[config.mk]
export PLATFORM = sky130hd
export DESIGN_NAME = drop_animator_flat
export DESIGN_NICKNAME = d
export VERILOG_FILES = /design/src/rtl/drop_animator_if.sv /design/src/rtl/drop_animator.sv /design/src/flat_wrapper.sv
export SDC_FILE = /design/constraint.sdc
export NUM_CORES = 1
export LEC_CHECK = 0
export CELL_PAD_IN_SITES_DETAIL_PLACEMENT = 1
export CELL_PAD_IN_SITES_GLOBAL_PLACEMENT = 1
export CORE_ASPECT_RATIO = 0.5
export CORE_MARGIN = 3
export CORE_UTILIZATION = 35
export CTS_CLUSTER_DIAMETER = 150
export DETAILED_ROUTE_END_ITERATION = 12
export PLACE_DENSITY_LB_ADDON = 0.1
export SYNTH_ARGS = -nofsm -noshare
export SYNTH_HDL_FRONTEND = slang
export SYNTH_SLANG_ARGS = --single-unit
[constraint.sdc]
create_clock -name clk -period 2 [get_ports clk]
set_input_delay 0.4 -clock clk [delete_from_list [all_inputs] [get_ports clk]]
set_output_delay 0.4 -clock clk [all_outputs]
set_load 0.01 [all_outputs]
[src/rtl/drop_animator_if.sv]
// drop_animator_if: drop request from the turn controller and animation/commit results toward board and renderer
interface drop_animator_if #(parameter int RW = 3, CW = 3);
  logic          drop_req;
  logic [CW-1:0] drop_col;
  logic          drop_player;
  logic [RW-1:0] col_height;
  logic          busy;
  logic          anim_valid;
  logic [RW-1:0] anim_row;
  logic [CW-1:0] anim_col;
  logic          anim_player;
  logic          commit;
  logic [RW-1:0] commit_row;
  logic [CW-1:0] commit_col;
  logic          commit_player;
  logic          reject;
  modport master (
    output drop_req, drop_col, drop_player, col_height,
    input  busy, anim_valid, anim_row, anim_col, anim_player,
           commit, commit_row, commit_col, commit_player, reject
  );
  modport slave (
    input  drop_req, drop_col, drop_player, col_height,
    output busy, anim_valid, anim_row, anim_col, anim_player,
           commit, commit_row, commit_col, commit_player, reject
  );
endinterface

[src/rtl/drop_animator.sv]
// drop_animator: steps a Connect-4 piece down its column one row per tick, then commits it to the board
module drop_animator #(
  parameter int ROWS = 6,
  parameter int COLS = 7,
  parameter int RW   = 3,
  parameter int CW   = 3
) (
  input  logic clk,
  input  logic rst_n,
  input  logic tick,
  drop_animator_if.slave bus
);
  typedef enum logic [1:0] {IDLE, FALL, COMMIT} state_t;
  localparam logic [RW-1:0] BOTTOM = RW'(ROWS - 1);
  localparam logic [RW-1:0] FULL   = RW'(ROWS);
  // One extra bit so COLS == 2^CW still compares correctly
  localparam logic [CW:0]   NCOL   = (CW + 1)'(COLS);
  state_t        state;
  logic [RW-1:0] target;
  logic          bad;
  assign bad = ({1'b0, bus.drop_col} >= NCOL) || (bus.col_height >= FULL);
  always_ff @(posedge clk or negedge rst_n) begin
    if (!rst_n) begin
      state             <= IDLE;
      target            <= '0;
      bus.busy          <= 1'b0;
      bus.anim_valid    <= 1'b0;
      bus.anim_row      <= '0;
      bus.anim_col      <= '0;
      bus.anim_player   <= 1'b0;
      bus.commit        <= 1'b0;
      bus.commit_row    <= '0;
      bus.commit_col    <= '0;
      bus.commit_player <= 1'b0;
      bus.reject        <= 1'b0;
    end else begin
      bus.reject        <= 1'b0;
      bus.commit        <= 1'b0;
      bus.commit_row    <= '0;
      bus.commit_col    <= '0;
      bus.commit_player <= 1'b0;
      case (state)
        IDLE: if (bus.drop_req) begin
          if (bad) bus.reject <= 1'b1;
          else begin
            state           <= FALL;
            target          <= BOTTOM - bus.col_height;
            bus.anim_col    <= bus.drop_col;
            bus.anim_player <= bus.drop_player;
            bus.anim_row    <= '0;
            bus.busy        <= 1'b1;
            bus.anim_valid  <= 1'b1;
          end
        end
        FALL: if (tick) begin
          if (bus.anim_row == target) begin
            state             <= COMMIT;
            bus.anim_valid    <= 1'b0;
            bus.commit        <= 1'b1;
            bus.commit_row    <= target;
            bus.commit_col    <= bus.anim_col;
            bus.commit_player <= bus.anim_player;
          end else bus.anim_row <= bus.anim_row + 1'b1;
        end
        COMMIT: begin
          state    <= IDLE;
          bus.busy <= 1'b0;
        end
        default: state <= IDLE;
      endcase
    end
  end
endmodule

[src/flat_wrapper.sv]
// flat-port wrapper written by rule: the top's interface ports become plain ports
module drop_animator_flat 
#(
  parameter int ROWS = 6,
  parameter int COLS = 7,
  parameter int RW   = 3,
  parameter int CW   = 3
)
  (clk, rst_n, tick, bus_drop_req, bus_drop_col, bus_drop_player, bus_col_height, bus_busy, bus_anim_valid, bus_anim_row, bus_anim_col, bus_anim_player, bus_commit, bus_commit_row, bus_commit_col, bus_commit_player, bus_reject);
  drop_animator_if #(.RW(RW), .CW(CW)) bus_i ();
  input  logic clk;
  input  logic rst_n;
  input  logic tick;
  input wire logic [$bits(bus_i.drop_req)-1:0] bus_drop_req;
  input wire logic [$bits(bus_i.drop_col)-1:0] bus_drop_col;
  input wire logic [$bits(bus_i.drop_player)-1:0] bus_drop_player;
  input wire logic [$bits(bus_i.col_height)-1:0] bus_col_height;
  output wire logic [$bits(bus_i.busy)-1:0] bus_busy;
  output wire logic [$bits(bus_i.anim_valid)-1:0] bus_anim_valid;
  output wire logic [$bits(bus_i.anim_row)-1:0] bus_anim_row;
  output wire logic [$bits(bus_i.anim_col)-1:0] bus_anim_col;
  output wire logic [$bits(bus_i.anim_player)-1:0] bus_anim_player;
  output wire logic [$bits(bus_i.commit)-1:0] bus_commit;
  output wire logic [$bits(bus_i.commit_row)-1:0] bus_commit_row;
  output wire logic [$bits(bus_i.commit_col)-1:0] bus_commit_col;
  output wire logic [$bits(bus_i.commit_player)-1:0] bus_commit_player;
  output wire logic [$bits(bus_i.reject)-1:0] bus_reject;
  assign bus_i.drop_req = bus_drop_req;
  assign bus_i.drop_col = bus_drop_col;
  assign bus_i.drop_player = bus_drop_player;
  assign bus_i.col_height = bus_col_height;
  assign bus_busy = bus_i.busy;
  assign bus_anim_valid = bus_i.anim_valid;
  assign bus_anim_row = bus_i.anim_row;
  assign bus_anim_col = bus_i.anim_col;
  assign bus_anim_player = bus_i.anim_player;
  assign bus_commit = bus_i.commit;
  assign bus_commit_row = bus_i.commit_row;
  assign bus_commit_col = bus_i.commit_col;
  assign bus_commit_player = bus_i.commit_player;
  assign bus_reject = bus_i.reject;
  drop_animator #(.ROWS(ROWS), .COLS(COLS), .RW(RW), .CW(CW)) u_core (.clk(clk), .rst_n(rst_n), .tick(tick), .bus(bus_i));
endmodule
==> out/summary.txt <==
Status: finished, final reports clean
Post-route setup slack: 0.250 ns
Share of cells above drive strength 1: 0.160
Seq cells post-synth: 23
Yosys top cell area share: 0.630
Worst Clk Skew: 0.00587 ns
Antenna Cells: 0
Mapped Nets: 83
Antenna viol nets, final: 0
DRC viols: 0
Sequential share of the synthesized area: 0.630
Max frequency: 0.571 GHz
Part of the cycle the worst path needs: 0.875
Max transition margin: 0.662
Sw Ratio: 0.339
Clk slew on worst S/H paths: 0.08 ns
Synth Area per Inst: 13.0 um2
Area contributors post-synth: dfrtp_1 63%, mux2_2 7.4%, and2_1 4.8%
Top sig layer: met4
Vias per cell: 4.91
DRT Pass-1 Iters: 3
Final hold violation count: 0
Total Wirelength: 2.31 mm
Antenna violations before repair: 0
Crit path from: bus_col_height[1]
R2r setup slk: 0.39 ns
Slowest stage delay, CP: 0.43 ns
Fillers: 256
Worst flop-to-flop path endpoint: u_core.bus.commit_player$_DFF_PN0_
Final setup fails: 0
Area added between synthesis and finish: 44.1%
Largest net degree at the start of global routing: 24
Final min period: 1.75 ns
Clk buf depth: 2
Avg WL per Cell: 16.4 um
CTS tree: done
Clock Power Share: 0.168
Worst-path cell chain: clkdlybuf4s50_1 > ha_1 > nor3_1 > o21ai_0 > a22o_1
Critical path capture point type: register
Dominant synthesized flop cell: dfrtp_1
Gp weighted congestion: 0.721
Post-CTS Setup Repair Bufs: 0
CP arrival: 1.91 ns
R2r worst-path depth: 4
Chip height: 42.1 um
Comb pwr share: 0.399
Worst-margin pin slew: 0.504 ns
Synth Instances: 70
CTS Buf Count: 3
Critical path type: input port to register
RSZ-0062 raised after global routing: no
First-pass GRT wire length: 3.95 mm
Pint: 1.14 mW
Root Driver: clkbuf_8
Post-DP Area: 1270 um2
DR vias: 692
Post-CTS resize count: 0
Crit path required time: 2.16 ns
Total global-route track usage: 0.161
Grt total ovfl: 0
DR WL met2: 1.14 mm
DR WL met3: 141 um
Sequential share of power: 0.433
Leakage dissipation: 0.563 nW
Max stage delay cell, worst path: clkdlybuf4s50_1
Max_cap viols: 0
Critical Path Fanout Max: 3
Ports: 29
H-tree depth: 1
Design area: 1320 um2
Pwr/cell area: 1310 nW/um2
Hold Buf Count CTS: 0
Multi-input logic area: 329 um2
Tightest Hold Check Type: input port to asynchronous set/reset pin
R2R Path Start: u_core.bus.anim_row[0]$_DFFE_PN0P_
Vias in the first global route: 788
Number of flops mapped to enable cells by yosys: 0
Nets: 120
Core area: 2340 um2
Clock latency on the worst-skew pair: 0.27 ns
Max rail drop VDD: 0.000605 V
NetSw: 584 uW
Most frequent cells after synthesis: 23 x dfrtp_1, 8 x nor2_1, 7 x and2_1, 6 x mux2_2
Die area: 3300 um2
Fin. max-slew vios: 0
Clk sink count: 23
Met1 wire length: 989 um
Startpoint Class: input port
# rows: 12
Initial DRC Count: 39
Ys async rst share: 1.00
Cell type with the largest total area after synthesis: dfrtp_1
Netlist Area Pre-Place: 913 um2
Worst slack, placed: -0.0311 ns
Port buffer count: 28
Synthesis Warnings: 0
Die X: 78.2 um
Top-count cell post-synth: dfrtp_1
Initial Util: 0.390
Post-DP HPWL: 1.75 mm
Register area: 576 um2
Yosys cell types: 22
==> state kept, by name, indices dropped and copies added (netlist names) <==
name                      flops
u_core.bus.anim_col           3
u_core.bus.commit             1
u_core.bus.busy               1
u_core.bus.commit_row         3
u_core.target                 3
u_core.bus.anim_player        1
u_core.bus.reject             1
u_core.bus.commit_player      1
u_core.state                  2
u_core.bus.anim_row           3
u_core.bus.anim_valid         1
u_core.bus.commit_col         3
==> critical path, delay by kind of cell <==
kind            cells  cell delay, ns
buf+inv             1            0.43
compound gates      2            0.52
fa+ha+maj           1            0.27
simple gates        1            0.30
==> cell families after synthesis <==
| kind of cell | share of synthesized area |
|---|---|
| compound gates | 0.0685 |
| xor+xnor | 0.0288 |
| fa+ha+maj | 0.0274 |
| buf+inv | 0.00958 |
| flops | 0.630 |
| mux | 0.0740 |
| simple gates | 0.162 |
==> final cells by class <==
type	count	area share
sequential	23	0.437
multi-input combinational	45	0.250
timing repair buffer	33	0.241
tap	35	0.0333
clock buffer	3	0.0314
clock inverter	1	0.00380
inverter	1	0.00285
==> per-layer routing <==
layer | track usage | up-vias
met3 | 0.0579 | 5
met1 | 0.182 | 347
met5 | 0 | -
li1 | - | 316
met2 | 0.279 | 24
met4 | 0.0627 | 0
==> placed cells by master (no fill, tap or decap) <==
cell type and count:
nor2_1 8, nor3_1 3, and2_1 7, and3_1 1, ha_1 2, o22a_1 1, dfrtp_1 23, a21oi_1 3
inv_1 1, nand4_1 1, buf_4 5, a32o_1 1, a22o_1 2, clkinv_2 1, nor4_4 1, nand2b_1 1
xnor2_1 3, nand2_1 1, nand3_1 1, clkdlybuf4s50_1 28, clkbuf_8 3, nor3_2 1, o21ai_0 1, a31oi_1 1
mux2_2 6
==> worst max path at each step <==
| stage | to | slack [ns] | cells past startpoint |
|---|---|---|---|
| after floorplan | u_core.bus.anim_col[0]$_DFFE_PN0P_ | 0.39 | 3 |
| after global placement | u_core.target[1]$_DFFE_PN0P_ | 0.02 | 5 |
| after detailed placement | u_core.bus.anim_col[2]$_DFFE_PN0P_ | -0.03 | 5 |
| after CTS | u_core.bus.anim_row[0]$_DFFE_PN0P_ | 0.26 | 5 |
| after global routing | u_core.bus.anim_row[0]$_DFFE_PN0P_ | 0.14 | 5 |
| final | u_core.bus.anim_row[0]$_DFFE_PN0P_ | 0.25 | 5 |
==> power by group through the flow <==
stage	logic, mW	registers (mW)	clock network, mW
6_report	0.687	0.746	0.290
5_1_grt	0.745	0.771	0.330
4_1_cts	0.698	0.750	0.304
3_5_place_dp	0.693	0.757	0
3_3_place_gp	0.654	0.737	0
2_1_floorplan	0.320	0.758	0
==> stage by stage <==
step / hold slack (ns) / power [mW] / utilization / cells / setup TNS (ns)
floorplan: 0.104 / 1.08 / - / 70 / 0
global placement: 0.486 / 1.39 / 0.542 / 137 / 0
detailed placement: 0.497 / 1.45 / 0.542 / 137 / -0.153
CTS: 0.494 / 1.75 / 0.562 / 141 / 0
global route: 0.501 / 1.85 / 0.562 / 141 / 0
finish: 0.489 / 1.72 / 0.562 / 141 / 0
No activity file was read; power rests on OpenSTA's default activity.
